`config.mk`:
```
export PLATFORM = sky130hd
export DESIGN_NAME = issue_scheduler
export DESIGN_NICKNAME = d
export VERILOG_FILES = /design/src/rtl/issue_pkg.sv /design/src/rtl/issue_age_matrix.sv /design/src/rtl/issue_scheduler.sv
export SDC_FILE = /design/constraint.sdc
export NUM_CORES = 1
export LEC_CHECK = 0
export CELL_PAD_IN_SITES_DETAIL_PLACEMENT = 1
export CELL_PAD_IN_SITES_GLOBAL_PLACEMENT = 1
export CORE_AREA = 2 2 81 83
export CTS_CLUSTER_SIZE = 16
export DETAILED_ROUTE_END_ITERATION = 12
export DIE_AREA = 0 0 83 85
export GPL_TIMING_DRIVEN = 0
export MAX_ROUTING_LAYER = met4
export PLACE_DENSITY_LB_ADDON = 0.1
export SLEW_MARGIN = 40
export SYNTH_ARGS = -nofsm -noshare
export SYNTH_HDL_FRONTEND = slang
export SYNTH_SLANG_ARGS = --single-unit
```
`constraint.sdc`:
```
create_clock -name clk -period 5.9 [get_ports clk]
set_input_delay 1.18 -clock clk [delete_from_list [all_inputs] [get_ports clk]]
set_output_delay 1.18 -clock clk [all_outputs]
set_load 0.03 [all_outputs]
```
`src/rtl/issue_pkg.sv`:
```
// issue_pkg: shared sizes, grant record and one-hot index helper for the issue scheduler
package issue_pkg;
  localparam int IQ_SIZE_DEF = 16;
  localparam int ISSUE_PORTS_DEF = 2;
  localparam int MUL_LAT_DEF = 4;
  localparam int IQ_IDX_W = $clog2(IQ_SIZE_DEF);
  typedef struct packed {
    logic valid;
    logic [IQ_IDX_W-1:0] idx;
  } grant_t;
  function automatic logic [IQ_IDX_W-1:0] onehot_to_idx(input logic [IQ_SIZE_DEF-1:0] oh);
    logic [IQ_IDX_W-1:0] idx;
    idx = '0;
    for (int i = 0; i < IQ_SIZE_DEF; i++)
      if (oh[i]) idx = idx | IQ_IDX_W'(i);
    return idx;
  endfunction
endpackage

```
`src/rtl/issue_age_matrix.sv`:
```
// issue_age_matrix: older[j][i] is set when entry j was allocated before entry i (ISSUE_AGE_SEL_EN builds)
module issue_age_matrix #(
  parameter int IQ_SIZE = 16
) (
  input  logic                               clk,
  input  logic                               rst,
  input  logic                               alloc_valid,
  input  logic [$clog2(IQ_SIZE)-1:0]         alloc_idx,
  output logic [IQ_SIZE-1:0][IQ_SIZE-1:0]    older
);
  always_ff @(posedge clk or negedge rst)
    if (!rst) older <= '0;
    else if (alloc_valid)
      for (int i = 0; i < IQ_SIZE; i++) begin
        older[alloc_idx][i] <= 1'b0;
        older[i][alloc_idx] <= i != int'(alloc_idx);
      end
endmodule

```
`src/rtl/issue_scheduler.sv`:
```
// issue_scheduler: issue select/grant; oldest-first when ISSUE_AGE_SEL_EN is defined, else lowest index first
module issue_scheduler
  import issue_pkg::*;
#(
  parameter int IQ_SIZE = IQ_SIZE_DEF,
  parameter int ISSUE_PORTS = ISSUE_PORTS_DEF,
  parameter int MUL_LAT = MUL_LAT_DEF
) (
  input  logic                                  clk,
  input  logic                                  rst,
  input  logic                                  stall_in,
  input  logic                                  flush,
  input  logic                                  alloc_valid,
  input  logic [$clog2(IQ_SIZE)-1:0]            alloc_idx,
  input  logic [IQ_SIZE-1:0]                    entry_ready,
  input  logic [IQ_SIZE-1:0]                    entry_is_mul,
  input  logic [ISSUE_PORTS-1:0]                port_ready,
  output logic [ISSUE_PORTS-1:0]                grant_valid,
  output logic [ISSUE_PORTS*$clog2(IQ_SIZE)-1:0] grant_idx,
  output logic                                  mul_busy
);
  localparam int IW = $clog2(IQ_SIZE);
  localparam int CW = MUL_LAT > 1 ? $clog2(MUL_LAT) : 1;
  logic [CW-1:0] busy_cnt;
  logic [IQ_SIZE-1:0] pending, alloc_oh, cand;
  logic go, mul_grant;
  assign alloc_oh = alloc_valid ? IQ_SIZE'(1) << alloc_idx : '0;
  assign cand = entry_ready & ~pending & ~alloc_oh;
  assign go = !stall_in && !flush;
  assign mul_busy = busy_cnt != '0;
`ifdef ISSUE_AGE_SEL_EN
  logic [IQ_SIZE-1:0][IQ_SIZE-1:0] older;
  issue_age_matrix #(.IQ_SIZE(IQ_SIZE)) u_age (
    .clk(clk),
    .rst(rst),
    .alloc_valid(alloc_valid),
    .alloc_idx(alloc_idx),
    .older(older)
  );
`endif
  for (genvar p = 0; p < ISSUE_PORTS; p++) begin : g_port
    logic [IQ_SIZE-1:0] avail, pick, chosen, taken;
    grant_t g;
    if (p == 0) begin : g_alu_mul
      assign avail = cand & ~(mul_busy ? entry_is_mul : '0);
      assign taken = chosen;
    end else begin : g_alu
      assign avail = cand & ~entry_is_mul & ~g_port[p-1].taken;
      assign taken = chosen | g_port[p-1].taken;
    end
`ifdef ISSUE_AGE_SEL_EN
    logic [IQ_SIZE-1:0] unblocked;
    always_comb begin
      unblocked = avail;
      for (int i = 0; i < IQ_SIZE; i++)
        for (int j = 0; j < IQ_SIZE; j++)
          if (avail[j] && older[j][i]) unblocked[i] = 1'b0;
    end
    // lowest-index tiebreak keeps the pick one-hot for never-allocated entries
    assign pick = unblocked & -unblocked;
`else
    assign pick = avail & -avail;
`endif
    assign chosen = port_ready[p] && go ? pick : '0;
    always_ff @(posedge clk or negedge rst)
      if (!rst) g <= '0;
      else begin
        g.valid <= |chosen;
        if (|chosen) g.idx <= onehot_to_idx(chosen);
      end
    assign grant_valid[p] = g.valid;
    assign grant_idx[p*IW +: IW] = g.idx;
  end
  assign mul_grant = |(g_port[0].chosen & entry_is_mul);
  // the counter keeps running through stall and flush: the FU owns an issued mul
  always_ff @(posedge clk or negedge rst)
    if (!rst) begin
      busy_cnt <= '0;
      pending <= '0;
    end else begin
      pending <= g_port[ISSUE_PORTS-1].taken;
      busy_cnt <= mul_grant ? CW'(MUL_LAT - 1) : mul_busy ? busy_cnt - CW'(1) : busy_cnt;
    end
endmodule

```
==> Implementation_results.wiki <==
{| class="wikitable"
! Metric !! Value
|-
| Fraction of layout cells with a size suffix above 1 || approximately 7.5%
|-
| Outcome || finished, final reports clean
|-
| Number of synthesis warnings || 0
|-
| Hold buffers post-CTS || 0
|-
| Wire length of the first global-routing pass || about 15 mm
|-
| Rows || 29
|-
| Fin Clk Skew || 0.006069 ns
|-
| Insertion delay to the later sink of the worst-skew pair || 0.29 ns
|-
| Antenna violation net count after detailed routing || 0
|-
| Maximum level of the CTS H-tree || 1
|-
| Class of the worst hold path || reg -> reg
|-
| Height of the die || roughly 85 µm
|-
| Routed via count || about 2700
|-
| Startpoint kind of the worst setup timing path || primary input
|-
| Largest net degree at the start of global routing || 19
|-
| Max capacitance violation total || 0
|-
| Placer Congestion || a little over 0.9
|-
| CTS clk-pin slew, worst paths || approximately 0.11 ns
|-
| Highest clock rate || between 150 and 200 MHz
|-
| Setup repair after global routing missed its margin || false
|-
| Initial Util || around 38%
|-
| Maximum VDD drop || 151.0 µV
|-
| Distinct cell type count of the synthesized netlist || 63
|-
| Category of the worst setup path capture point || flop
|-
| Largest fanout of any net on the critical path || 9
|-
| Cts repair resizes || 0
|-
| Final number of setup-violating endpoints || 0
|-
| Antenna diode count || 0
|-
| Number of flops mapped to enable cells by yosys || 0
|-
| Final-report max-slew violation count || 0
|-
| Fraction of synthesized cell area taken by the top area cell type || around 29%
|-
| Final TNS setup || 0 ns
|-
| TritonCTS clock tree || built
|-
| Number of buffers on the longest clock path || 2
|-
| Async SR Flop Fraction || 100.0%
|-
| Horiz. Die Dim || between 80 and 90 µm
|-
| Total overflow reported by the global router || 0
|-
| Via density || around 6.2
|-
| Sequential-to-total area share from yosys stat || roughly 30%
|-
| Shortest clock period the worst path allows after layout || about 5.3 ns
|-
| Number of antenna violations at the first check in global routing || 0
|-
| Final standard cell area without fillers || just over 0.003 mm²
|-
| Signal arrival time at the worst endpoint || about 5.4 ns
|-
| Avg Inst Size Synth || between 7 and 8 µm²
|-
| Number of violations reported at the end of detailed-routing iteration 0 || about 180
|-
| Most frequent cell after synthesis || sky130_fd_sc_hd__nor2_1
|-
| CORE AREA || just over 0.006 mm²
|-
| Part of the cycle the worst path needs || between 80% and 90%
|-
| Area Growth Syn to Fin || 29.82%
|-
| Synth cell count leaders || 30 x sky130_fd_sc_hd__nor2_1, 28 x sky130_fd_sc_hd__dfrtp_1, 28 x sky130_fd_sc_hd__nand2_1, 19 x sky130_fd_sc_hd__o21ai_0, 18 x sky130_fd_sc_hd__inv_1
|-
| Placed cell area || a little over 0.003 mm²
|-
| Top area cells in the synthesized netlist || sky130_fd_sc_hd__dfrtp_1 29%, sky130_fd_sc_hd__nor2_1 4.7%, sky130_fd_sc_hd__nand2_1 4.4%
|-
| Syn Nets || about 350
|-
| Area of the mapped netlist || between 0.002 and 0.0025 mm²
|-
| Clock tree sinks || 28
|-
| I/O pin total || 54
|-
| CTS root buffer || sky130_fd_sc_hd__clkbuf_8
|-
| Category of the most critical setup path || in -> reg
|-
| Number of synthesized register bits || 28
|-
| DRC || 0
|-
| Total power per unit cell area || approximately 250 mW/mm²
|-
| Average wire per cell in the routed design || just over 20 µm
|-
| Vias in the first global route || roughly 2800
|-
| Library cell occupying the most area in the post-synthesis netlist || sky130_fd_sc_hd__dfrtp_1
|-
| Inserted Clock Buffers || 3
|-
| Gate count of the mapped netlist || ~300
|-
| Die ar. || slightly above 0.007 mm²
|-
| Post-detailed-placement half-perimeter wirelength || around 7.1 mm
|-
| First-pass detailed-route iteration total || 4
|-
| Post-detailed-routing wire length || approximately 9 mm
|-
| Total track usage || a little over a quarter
|-
| Hold Vio Cnt, Final || 0
|-
| Relative slew margins || between 40% and 50%
|-
| Leakage power total || roughly 1.3 nW
|-
| Number of buffers inserted to repair setup after CTS || 0
|-
| CP required || ~6 ns
|-
| Worst Max-Slew Pin Slew || ~0.76 ns
|-
| Count of input and output buffers || 53
|-
| Main flop type after synthesis || sky130_fd_sc_hd__dfrtp_1
|-
| Layout filler cell count || between 700 and 800
|-
| Nets || 407
|}
path summary, 6_finish.rpt:
kind                       depth (start not counted)           end         start  slack, ns
min in group asynchronous                          1    pending[7]           rst       0.78
max                                               10  grant_idx[5]  alloc_idx[2]       0.65
max in group asynchronous                          2  grant_idx[4]           rst       4.72
min reg2reg                                        1  grant_idx[4]  grant_idx[4]       0.51
min                                                1  grant_idx[4]  grant_idx[4]       0.51
max reg2reg                                       12  grant_idx[5]   busy_cnt[0]       1.49
critical path: stages:
cell                              delay [ns]
sky130_fd_sc_hd__clkdlybuf4s50_1        0.67
sky130_fd_sc_hd__nor2b_1                0.59
sky130_fd_sc_hd__a2111oi_1              0.28
sky130_fd_sc_hd__or4_1                  0.51
sky130_fd_sc_hd__buf_2                  0.20
sky130_fd_sc_hd__nor3_1                 0.61
sky130_fd_sc_hd__nand2_1                0.33
sky130_fd_sc_hd__nor4_2                 0.51
sky130_fd_sc_hd__nor4_1                 0.15
sky130_fd_sc_hd__o32a_2                 0.40
cells by family (layout without fill, tap and decap cells):
group,Yosys count,in the layout,share of synthesized area (%)
simple gates,142,142,32.44
compound gates,102,102,31.71
flops,28,28,29.35
buf+inv,27,85,4.297
fa+ha+maj,2,2,0.9957
mux,2,2,0.8386
xor+xnor,1,1,0.3669
sequential cells by signal, indices dropped and copies added (netlist names):
register and count:
pending 16, grant_idx 8, busy_cnt 2, grant_valid 2
layout by cell type (no fill, tap or decap), types with 7 or more instances in the layout:
master,instances
sky130_fd_sc_hd__nand3_1,10
sky130_fd_sc_hd__o211ai_1,12
sky130_fd_sc_hd__o21ai_0,19
sky130_fd_sc_hd__nor2_1,30
sky130_fd_sc_hd__o221ai_1,7
sky130_fd_sc_hd__a21oi_1,13
sky130_fd_sc_hd__nor2b_1,13
sky130_fd_sc_hd__nand2b_1,11
sky130_fd_sc_hd__nand2_1,28
sky130_fd_sc_hd__or2_2,7
sky130_fd_sc_hd__clkdlybuf4s50_1,52
sky130_fd_sc_hd__inv_1,18
sky130_fd_sc_hd__dfrtp_1,28
metrics by stage:
step	util, %	cells	hold WS (ns)	setup WS [ns]	power, mW
floorplan	-	304	0.5435	1.774	0.4848
global placement	48.58	434	0.4655	0.3812	0.6377
detailed placement	49.06	435	0.4828	0.4193	0.6445
CTS	49.95	439	0.5203	0.6978	0.7792
global route	49.95	439	0.5392	0.3595	0.8246
finish	49.95	439	0.5100	0.6494	0.7752
report_power, final:
group,switching (mW),internal [mW]
registers,0.0152,0.223
clock network,0.0698,0.0601
logic,0.244,0.163
metal layers:
| metal | routed length, µm | vias up | part of all wire [%] | GRT usage, % |
|---|---|---|---|---|
| li1 | - | 1282 | - | - |
| met5 | 0 | - | 0 | - |
| met3 | 490 | 9 | 5.5 | 3.113 |
| met4 | 62 | 0 | 0.70 | 4.620 |
| met1 | 4161 | 1336 | 47 | 37.28 |
| met2 | 4183 | 88 | 47 | 42.23 |
final cells by class:
class / instances / area [µm²] / share of cell area (%)
Tap cell: 77 / 96.34 / 3.109
Timing Repair Buffer: 54 / 553.0 / 17.84
Clock buffer: 4 / 55.05 / 1.776
Multi-Input combinational cell: 249 / 1592 / 51.35
Buffer: 9 / 35.03 / 1.130
Inverter: 18 / 67.56 / 2.180
Sequential cell: 28 / 700.7 / 22.61
No activity file was read; power rests on OpenSTA's default activity.
==> RTL edit, RTL diff (same flow settings) <==
Take the reset off `pending` and load it in a clocked block of its own.
--- a/src/rtl/issue_scheduler.sv
+++ b/src/rtl/issue_scheduler.sv
@@ -77,9 +77,11 @@
     if (!rst) begin
       busy_cnt <= '0;
-      pending <= '0;
     end else begin
-      pending <= g_port[ISSUE_PORTS-1].taken;
       busy_cnt <= mul_grant ? CW'(MUL_LAT - 1) : mul_busy ? busy_cnt - CW'(1) : busy_cnt;
     end
+
+  always_ff @(posedge clk) begin
+      pending <= g_port[ISSUE_PORTS-1].taken;
+  end
 endmodule
 
Check against the original RTL: not equivalent (Yosys sat finds a counterexample within 4 cycles, from zero or initial values and one cycle with rst low).
==> RTL edit against the original RTL <==
Sequential share of layout area is 2.0 points lower. Hold slack worse by 0.019 ns. Worst setup slack better by 0.018 ns. Wire length is 1.1% lower. Synthesized cell count stayed put. Final area is 2.8% lower. Synthesized area is 3.4% lower. Global-route usage is 0.73 points lower. Power is 4.4% higher. Sequential cell count stayed put. Largest cell class unchanged. Cell count is 0.23% lower. Register-to-register slack worse by 0.02 ns. Critical path type unchanged. Via count is 0.85% lower.
==> RTL edit: results (changes against the original RTL) <==
status - finished, final reports clean
worst-case vdd ir drop - 0.000164 V (+8.8%)
Synth Flop Type - dfxtp_1
ranking of synthesized cells by area - dfxtp_1 14%, dfrtp_1 13%, nor2_1 4.9%
fraction of layout cells with a size suffix above 1 - 6.93% (-0.53 points)
largest net degree at the start of global routing - 17 (-2)
Vias per Instance - 6.15 (-0.62%)
vias in the first global route - 2730 (-3.2%)
Placed Area - 0.00294 mm² (-3.4%)
Yosys cell types - 64 (+1.6%)
Pleak - 1.21 nW (-7.6%)
sequential fraction of the synthesis area - 26.9% (-2.5 points)
GRT Util Overall - 25.9% (-0.73 points)
pre-CTS WS - 0.432 ns (+0.0131 ns)
Biggest register - pending
area grow syn2layout - 30.6%
crit path max-delay cell type - nor3b_1
Final Net Count - 406 (-0.25%)
DP Cell Count - 434 (-0.23%)
flop-to-flop setup slack - 1.47 ns (-0.02 ns)
start point of the critical path - alloc_valid
post-synthesis cell count - 304 (unchanged)
post-cts gate resize count - 0 (unchanged)
asr flop ratio synth - 42.9% (-57 points)
Hold Path Sink - grant_idx[3]
DP HPWL - 7.00 mm (-1.6%)
hold path startpoint - grant_idx[3]
Arr. time, crit path - 5.41 ns (-0.02 ns)
final cell count without fillers - 438 (-0.23%)
WL/cell - 20.1 µm (-0.89%)
reg-to-reg endpoint - grant_idx[4]
Hold WS - 0.491 ns (-0.0188 ns)
clock skew - 0.00873 ns (+0.00266 ns)
Worst-Margin Slew - 0.779 ns (+0.0227 ns)
drt initial violations - 134 (-26%)
minimum clock period - 5.23 ns (-0.0179 ns)
post-synthesis adder-cell area fraction - 1.03% (+0.035 points)
first-pass GRT wire length - 14.2 mm (-3.0%)
Synth top cells by count - 30 x nor2_1, 28 x nand2_1, 19 x o21ai_0, 18 x inv_1, 16 x dfxtp_1
mux contribution to synthesized area - 0.868% (+0.029 points)
==> RTL edit: cell types whose count changed after synthesis, sizes merged <==
| cell | change |
|---|---|
| dfxtp | +16 |
| dfrtp | -16 |
==> RTL edit: power breakdown <==
part           leakage (nW)  internal [mW]  switching (mW)
sequential            0.281          0.222          0.0172
clock                0.0357         0.0911          0.0698
combinational         0.893          0.162           0.248
==> RTL edit: cell type report <==
type,instances,area [µm²]
Buffer,9,35.0
Clock buffer,3,41.3
Clock inverter,1,30.0
Fill cell,790,3190
Inverter,18,67.6
Multi-Input combinational cell,249,1590
Sequential cell,28,621
Tap cell,77,96.3
Timing Repair Buffer,53,531
==> RTL edit: metal layers <==
metal  part of all wire [%]  track usage (%)  wire length (µm)  vias up
li1                       -                -                 -     1279
met1                     46             34.7              4020     1300
met2                     46             41.0              4020       98
met3                    6.5             3.70               570       15
met4                    2.2             7.15               191        0
met5                      0                -                 0        -
